[src/rtl/ref_load_pkg.sv]
// Shared types and constants for the reference-memory load streamer.
package ref_load_pkg;

  localparam int unsigned PIX_W         = 8;
  localparam int unsigned PIX_PER_WORD  = 4;
  localparam int unsigned TOTAL_WORDS_C = 768;
  localparam int unsigned CNT_W         = 10;

  typedef enum logic [2:0] {
    ST_IDLE,
    ST_PREFILL,
    ST_KICK,
    ST_DELAY,
    ST_STREAM,
    ST_DONE
  } state_e;

  // States in which upstream words may be accepted
  function automatic logic ingest_phase(input state_e s);
    return (s == ST_PREFILL) || (s == ST_KICK) || (s == ST_DELAY) || (s == ST_STREAM);
  endfunction

endpackage

[src/rtl/ref_load_fifo.sv]
// Synchronous FIFO buffering reference words between the fetch path and the emit stage.
module ref_load_fifo #(
  parameter int unsigned DATA_W = 32,
  parameter int unsigned DEPTH  = 64
) (
  input  logic                     clk,
  input  logic                     rst,
  input  logic                     flush,
  input  logic                     push,
  input  logic                     pop,
  input  logic [DATA_W-1:0]        push_data,
  output logic [DATA_W-1:0]        pop_data_c,
  output logic                     full_c,
  output logic                     empty_c,
  output logic [$clog2(DEPTH):0]   count,
  output logic [$clog2(DEPTH):0]   count_nxt_c
);

  localparam int unsigned AW = $clog2(DEPTH);
  localparam int unsigned CW = AW + 1;

  logic [DATA_W-1:0] mem_q [DEPTH];
  logic [AW-1:0]     wr_ptr_q, wr_ptr_d;
  logic [AW-1:0]     rd_ptr_q, rd_ptr_d;
  logic [CW-1:0]     count_q, count_d;
  logic              push_ok, pop_ok;

  assign full_c      = (count_q == CW'(DEPTH));
  assign empty_c     = (count_q == '0);
  assign pop_data_c  = mem_q[rd_ptr_q];
  assign count       = count_q;
  assign count_nxt_c = count_d;

  // Push into a full FIFO is dropped even when a pop happens the same cycle
  always_comb begin
    push_ok  = push && !full_c && !flush;
    pop_ok   = pop && !empty_c && !flush;
    wr_ptr_d = wr_ptr_q;
    rd_ptr_d = rd_ptr_q;
    count_d  = count_q;
    if (flush) begin
      wr_ptr_d = '0;
      rd_ptr_d = '0;
      count_d  = '0;
    end else begin
      if (push_ok) wr_ptr_d = wr_ptr_q + AW'(1);
      if (pop_ok)  rd_ptr_d = rd_ptr_q + AW'(1);
      count_d = count_q + CW'(push_ok) - CW'(pop_ok);
    end
  end

  always_ff @(posedge clk or posedge rst) begin
    if (rst) begin
      wr_ptr_q <= '0;
      rd_ptr_q <= '0;
      count_q  <= '0;
    end else begin
      wr_ptr_q <= wr_ptr_d;
      rd_ptr_q <= rd_ptr_d;
      count_q  <= count_d;
    end
  end

  always_ff @(posedge clk) begin
    if (push_ok) mem_q[wr_ptr_q] <= push_data;
  end

endmodule

[src/rtl/ref_load_stream.sv]
// Reference-load feeder: buffers fetched words, kicks the bank write sequencer, then
// streams one word per cycle. Optional REF_LOAD_UFCNT_EN adds the uf_count output.
module ref_load_stream
  import ref_load_pkg::*;
#(
  parameter int unsigned DATA_W      = PIX_W * PIX_PER_WORD,
  parameter int unsigned FIFO_DEPTH  = 64,
  parameter int unsigned PREFILL     = 48,
  parameter int unsigned TOTAL_WORDS = TOTAL_WORDS_C,
  parameter int unsigned START_DLY   = 2
) (
  input  logic              clk,
  input  logic              rst,
  input  logic              start,
  input  logic              s_valid,
  output logic              s_ready,
  input  logic [DATA_W-1:0] s_data,
  output logic              begin_prepare,
  output logic              wr_valid,
  output logic [DATA_W-1:0] wr_data,
  output logic              busy,
  output logic              done,
  output logic              underflow
`ifdef REF_LOAD_UFCNT_EN
  ,
  output logic [CNT_W-1:0]  uf_count
`endif
);

  localparam int unsigned CW       = $clog2(FIFO_DEPTH) + 1;
  localparam int unsigned DLY_W    = (START_DLY > 1) ? $clog2(START_DLY) : 1;
  localparam int unsigned DLY_LAST = (START_DLY > 0) ? START_DLY - 1 : 0;

  state_e             state_q, state_d;
  logic [CNT_W-1:0]   in_cnt_q, in_cnt_d;
  logic [CNT_W-1:0]   out_cnt_q, out_cnt_d;
  logic [DLY_W-1:0]   dly_cnt_q, dly_cnt_d;
  logic               s_ready_q, s_ready_d;
  logic               begin_prepare_q, begin_prepare_d;
  logic               wr_valid_q, wr_valid_d;
  logic [DATA_W-1:0]  wr_data_q, wr_data_d;
  logic               busy_q, busy_d;
  logic               done_q, done_d;
  logic               underflow_q, underflow_d;

  logic               start_ok;
  logic               push, pop, flush;
  logic               fifo_full, fifo_empty;
  logic [DATA_W-1:0]  fifo_pop_data;
  logic [CW-1:0]      fifo_cnt, fifo_cnt_nxt;

  ref_load_fifo #(
    .DATA_W (DATA_W),
    .DEPTH  (FIFO_DEPTH)
  ) u_fifo (
    .clk         (clk),
    .rst         (rst),
    .flush       (flush),
    .push        (push),
    .pop         (pop),
    .push_data   (s_data),
    .pop_data_c  (fifo_pop_data),
    .full_c      (fifo_full),
    .empty_c     (fifo_empty),
    .count       (fifo_cnt),
    .count_nxt_c (fifo_cnt_nxt)
  );

  // Next state, counters and registered outputs
  always_comb begin
    state_d     = state_q;
    in_cnt_d    = in_cnt_q;
    out_cnt_d   = out_cnt_q;
    dly_cnt_d   = dly_cnt_q;
    underflow_d = underflow_q;
    flush       = 1'b0;
    start_ok    = 1'b0;
    push        = s_valid && s_ready_q && !fifo_full;

    if (push) in_cnt_d = in_cnt_q + CNT_W'(1);

    case (state_q)
      ST_IDLE: begin
        if (start) begin
          start_ok    = 1'b1;
          flush       = 1'b1;
          in_cnt_d    = '0;
          out_cnt_d   = '0;
          underflow_d = 1'b0;
          state_d     = ST_PREFILL;
        end
      end
      ST_PREFILL: begin
        if ((fifo_cnt >= CW'(PREFILL)) || (in_cnt_q == CNT_W'(TOTAL_WORDS))) state_d = ST_KICK;
      end
      ST_KICK: begin
        dly_cnt_d = '0;
        state_d   = (START_DLY == 0) ? ST_STREAM : ST_DELAY;
      end
      ST_DELAY: begin
        dly_cnt_d = dly_cnt_q + DLY_W'(1);
        if (dly_cnt_q == DLY_W'(DLY_LAST)) state_d = ST_STREAM;
      end
      ST_STREAM: begin
        if (out_cnt_q == CNT_W'(TOTAL_WORDS)) state_d = ST_DONE;
      end
      ST_DONE:  state_d = ST_IDLE;
      default:  state_d = ST_IDLE;
    endcase

    // Word for the next emit cycle is popped one cycle ahead into wr_data_q
    pop = (state_d == ST_STREAM);
    if (pop) begin
      out_cnt_d = out_cnt_q + CNT_W'(1);
      if (fifo_empty) underflow_d = 1'b1;
    end

    wr_valid_d      = pop;
    wr_data_d       = (pop && !fifo_empty) ? fifo_pop_data : '0;
    begin_prepare_d = (state_d == ST_KICK);
    done_d          = (state_d == ST_DONE);
    busy_d          = (state_d != ST_IDLE);
    s_ready_d       = ingest_phase(state_d) && (fifo_cnt_nxt < CW'(FIFO_DEPTH)) &&
                      (in_cnt_d < CNT_W'(TOTAL_WORDS));
  end

  always_ff @(posedge clk or posedge rst) begin
    if (rst) begin
      state_q         <= ST_IDLE;
      in_cnt_q        <= '0;
      out_cnt_q       <= '0;
      dly_cnt_q       <= '0;
      s_ready_q       <= 1'b0;
      begin_prepare_q <= 1'b0;
      wr_valid_q      <= 1'b0;
      wr_data_q       <= '0;
      busy_q          <= 1'b0;
      done_q          <= 1'b0;
      underflow_q     <= 1'b0;
    end else begin
      state_q         <= state_d;
      in_cnt_q        <= in_cnt_d;
      out_cnt_q       <= out_cnt_d;
      dly_cnt_q       <= dly_cnt_d;
      s_ready_q       <= s_ready_d;
      begin_prepare_q <= begin_prepare_d;
      wr_valid_q      <= wr_valid_d;
      wr_data_q       <= wr_data_d;
      busy_q          <= busy_d;
      done_q          <= done_d;
      underflow_q     <= underflow_d;
    end
  end

  assign s_ready       = s_ready_q;
  assign begin_prepare = begin_prepare_q;
  assign wr_valid      = wr_valid_q;
  assign wr_data       = wr_data_q;
  assign busy          = busy_q;
  assign done          = done_q;
  assign underflow     = underflow_q;

`ifdef REF_LOAD_UFCNT_EN
  logic [CNT_W-1:0] uf_count_q, uf_count_d;

  // Saturating count of zero-data emits in the current load
  always_comb begin
    uf_count_d = uf_count_q;
    if (start_ok) uf_count_d = '0;
    else if (pop && fifo_empty && (uf_count_q != '1)) uf_count_d = uf_count_q + CNT_W'(1);
  end

  always_ff @(posedge clk or posedge rst) begin
    if (rst) uf_count_q <= '0;
    else     uf_count_q <= uf_count_d;
  end

  assign uf_count = uf_count_q;
`endif

endmodule
[config.mk]
export PLATFORM = sky130hd
export DESIGN_NAME = ref_load_stream
export DESIGN_NICKNAME = d
export VERILOG_FILES = /design/src/rtl/ref_load_pkg.sv /design/src/rtl/ref_load_fifo.sv /design/src/rtl/ref_load_stream.sv
export SDC_FILE = /design/constraint.sdc
export NUM_CORES = 2
export LEC_CHECK = 0
export ABC_AREA = 0
export ABC_CLOCK_PERIOD_IN_PS = 8600
export CAP_MARGIN = 0
export CELL_PAD_IN_SITES_DETAIL_PLACEMENT = 1
export CELL_PAD_IN_SITES_GLOBAL_PLACEMENT = 2
export CORE_MARGIN = 3
export CORE_UTILIZATION = 55
export DETAILED_ROUTE_END_ITERATION = 8
export PLACE_DENSITY = 0.9
export SLEW_MARGIN = 20
export SYNTH_ARGS = -nofsm -noshare
export SYNTH_HDL_FRONTEND = slang
export SYNTH_SLANG_ARGS = --single-unit
[constraint.sdc]
create_clock -name clk -period 8.6 [get_ports clk]
set_clock_uncertainty 0.1 [all_clocks]
set_input_delay 2.58 -clock clk [delete_from_list [all_inputs] [get_ports clk]]
set_output_delay 2.58 -clock clk [all_outputs]
set_load 0.01 [all_outputs]
==> impl_metrics.tcl <==
set metrics [dict create \
    final_util 0.6264 \
    post_drt_wl_per_cell_um 43.49 \
    die_area_um2 153700 \
    grt_antenna_before_repair 23 \
    multi_input_area_um2 17690 \
    path_buf_inv 4 \
    synth_top_area_cell "edfxtp_1" \
    fin_nets 3955 \
    ys_seq_elements 2129 \
    ios 74 \
    arrival_ns 7.13 \
    ys_warn_count 0 \
    synth_edf_count 2048 \
    grt_pass1_vias 43590 \
    path_cells "clkdlybuf4s50_1, o31ai_1, nand3_1, inv_2, ha_1, inv_1, ha_1, inv_1, fa_1, nand2b_1, a21oi_1, o211ai_1, a21boi_0, nor3b_1, a211oi_1" \
    drv_cap 0 \
    ys_async_sr_fraction 0.03805 \
    post-route-drc-count 0 \
    cts_setup_buffers 0 \
    hold_violations 0 \
    cts_root_buffer "clkbuf_16" \
    critPathTopFamily "buffers and inverters" \
    relSlewSlack 0.1238 \
    synth_common_cells "edfxtp_1 (2048), mux4_2 (485), mux2i_1 (199)" \
    yosysTopAreaCellShare 0.7501 \
    p_leak_nw 28.32 \
    grt.total_usage 0.3369 \
    core-area_um2 147800 \
    ys_seq_area_frac 0.7748 \
    crit_slowest_cell "inv_2" \
    grt_max_degree 118 \
    vias 44240 \
    worst_pin_slew_ns 1.314 \
    timing.fmax_ghz 0.1543 \
    fin_tns_setup_ns 0 \
    crit_path_start_kind "input pin" \
    dp_hpwl_um 141800 \
    initial_core_util 0.5546 \
    synth_area_leaders "edfxtp_1 (75%), mux4_2 (13%), dfrtp_1 (2.5%), mux2i_1 (2.4%), a22oi_1 (0.89%)" \
    max-vdd-ir-drop_mv 0.3041 \
    rsz0062_at_grt "no" \
    grt_pass1_wl_um 355900 \
    setup-violations-final 0 \
    p_per_area_nw_per_um2 286.9 \
    synthesis.nets 3763 \
    first_iter_violations 8308 \
    cts_resized 0 \
    clkSinkCount 2129 \
    avgSynthCellArea_um2 22.11 \
    slew_violations 0 \
    syn_area_um2 81990 \
    vias_per_cell 7.357 \
    fin_crit_ns 6.482 \
    cp_max_fo 33 \
    cts_hold_buf 0 \
    endpoint_kind "flip-flop" \
    synth-main-ff-cell "edfxtp_1" \
    slowest_delay_ns 0.83 \
    cts_made_buffers 206 \
    dr.pass1.iters 6 \
    status "finished clean" \
    syn_to_final_growth_pct 12.94 \
    path_clk_slew_ns 0.06 \
    die_height_um 392.1 \
    crit_required_ns 9.25 \
    clk_path_buf_depth 3 \
    std_cell_rows 141 \
    worst-setup-path-type "input pin to flip-flop" \
    synth_cells 3709 \
    synth_most_common_cell "edfxtp_1" \
    drive_above_1_share 0.2533 \
    die_w_um 392.1 \
    cts_tree "yes" \
    ant_nets 0 \
    port_buffers 73 \
    globalplace.congestion 0.8931 \
    finalWirelength_um 261500 \
    seq_area_um2 63550 \
    hold_class "flip-flop to flip-flop" \
    insertion_delay_ns 0.84 \
    h-tree-depth 4 \
    post-route-period-util 0.7537 \
    n_fill_cell 11730 \
    ys_types 67 \
    grt.overflow.total 0 \
]
## power breakdown
part / total [W] / leakage, nW / internal [W] / switching (W)
registers: 0.0117 / 19.5 / 0.0115 / 0.000224
clock network: 0.00908 / 3.23 / 0.00506 / 0.00402
logic: 0.00575 / 5.60 / 0.00228 / 0.00347
## worst paths after layout
check,startpoint,endpoint,slack [ns],cells past startpoint
setup / recovery,start,s_ready,2.12,15
hold / removal,out_cnt_q[9],out_cnt_q[9],0.43,1
setup reg to reg,u_fifo.count[2],s_ready,3.67,17
hold reg to reg,out_cnt_q[9],out_cnt_q[9],0.43,1
max in group asynchronous,rst,u_fifo.rd_ptr_q[4],5.16,3
min in group asynchronous,rst,in_cnt_q[3],1.94,2
## flip-flops by register name, summed over array words and instances (netlist names), 3 cells and up
name	count
u_fifo.rd_ptr_q	6
u_fifo.mem_q	2048
out_cnt_q	10
state_q	3
in_cnt_q	10
u_fifo.wr_ptr_q	6
u_fifo.count	7
wr_data	32
## per-stage QoR
step                      std cells  setup WS (ns)  total power (W)  area [um2]  hold slack [ns]
after CTS                      5977          2.255          0.02635       92000           0.4244
after global routing           6002          1.678          0.02716       92580           0.4434
after detailed placement       5599          1.405          0.01738       85430           0.4045
after floorplan                3709          2.940          0.01544       81990           0.3372
final                          6013          2.118          0.02657       92600           0.4290
after global placement         5581          1.532          0.01726       85020           0.3600
## final cells by class
class	instances	area share
antenna	12	0.0003243
clock buffer	258	0.05981
clock inverter	120	0.01119
inverter	22	0.0009188
multi-input combinational	1353	0.1911
sequential	2129	0.6862
tap	1930	0.02608
timing repair buffer	189	0.02440
## worst register-to-register path: cells and delay by family (launching register included)
| kind | cells | cell delay, ns |
|---|---|---|
| AOI/OAI and AO/OA | 5 | 0.89 |
| adders and majority gates | 4 | 1.22 |
| buffers and inverters | 4 | 0.76 |
| DFF | 1 | 0.38 |
| and+or+nand+nor | 4 | 1.49 |
## placed cells by master, fill, tap and decap left out, types with 14 or more instances in the layout
cell type / Yosys / final
a211oi_1: 14 / 14
o211ai_1: 14 / 14
and3_1: 17 / 17
inv_1: 20 / 19
nand2_1: 54 / 54
mux2_2: 19 / 19
buf_4: 33 / 89
buf_12: 0 / 29
nor2_4: 0 / 65
mux4_2: 485 / 485
clkbuf_16: 0 / 213
a221oi_1: 30 / 30
clkdlybuf4s50_1: 0 / 41
buf_16: 0 / 20
o21ai_1: 19 / 19
a21oi_1: 57 / 57
clkinv_2: 0 / 47
bufinv_16: 0 / 17
dfrtp_1: 81 / 75
nand4_1: 14 / 14
clkinv_1: 0 / 44
o21ai_0: 21 / 21
nor2b_1: 18 / 15
nand3_1: 30 / 29
clkbuf_1: 68 / 41
a22oi_1: 97 / 97
edfxtp_1: 2048 / 2048
ha_1: 17 / 17
xor2_1: 15 / 15
mux2i_1: 199 / 199
nor2_1: 110 / 43
## routing by layer
metal	GRT usage	wire length [um]
met4	0.1413	14460
met3	0.1066	38860
met1	0.4585	87720
met5	0.009888	467
met2	0.5092	120000
## kinds of logic (layout without fill, tap and decap cells)
family	count (synthesis)	in the layout	share of synthesized area
XOR/XNOR	23	23	0.002457
adder cells (fa/ha/maj)	18	18	0.002838
AND/OR/NAND/NOR	296	296	0.01750
buffers and inverters	227	589	0.01573
multiplexers	704	704	0.1603
other	0	12	0
flip-flops	2129	2129	0.7748
AO/OA/AOI/OAI	312	312	0.02643
Power figures use the tool's default switching activity.
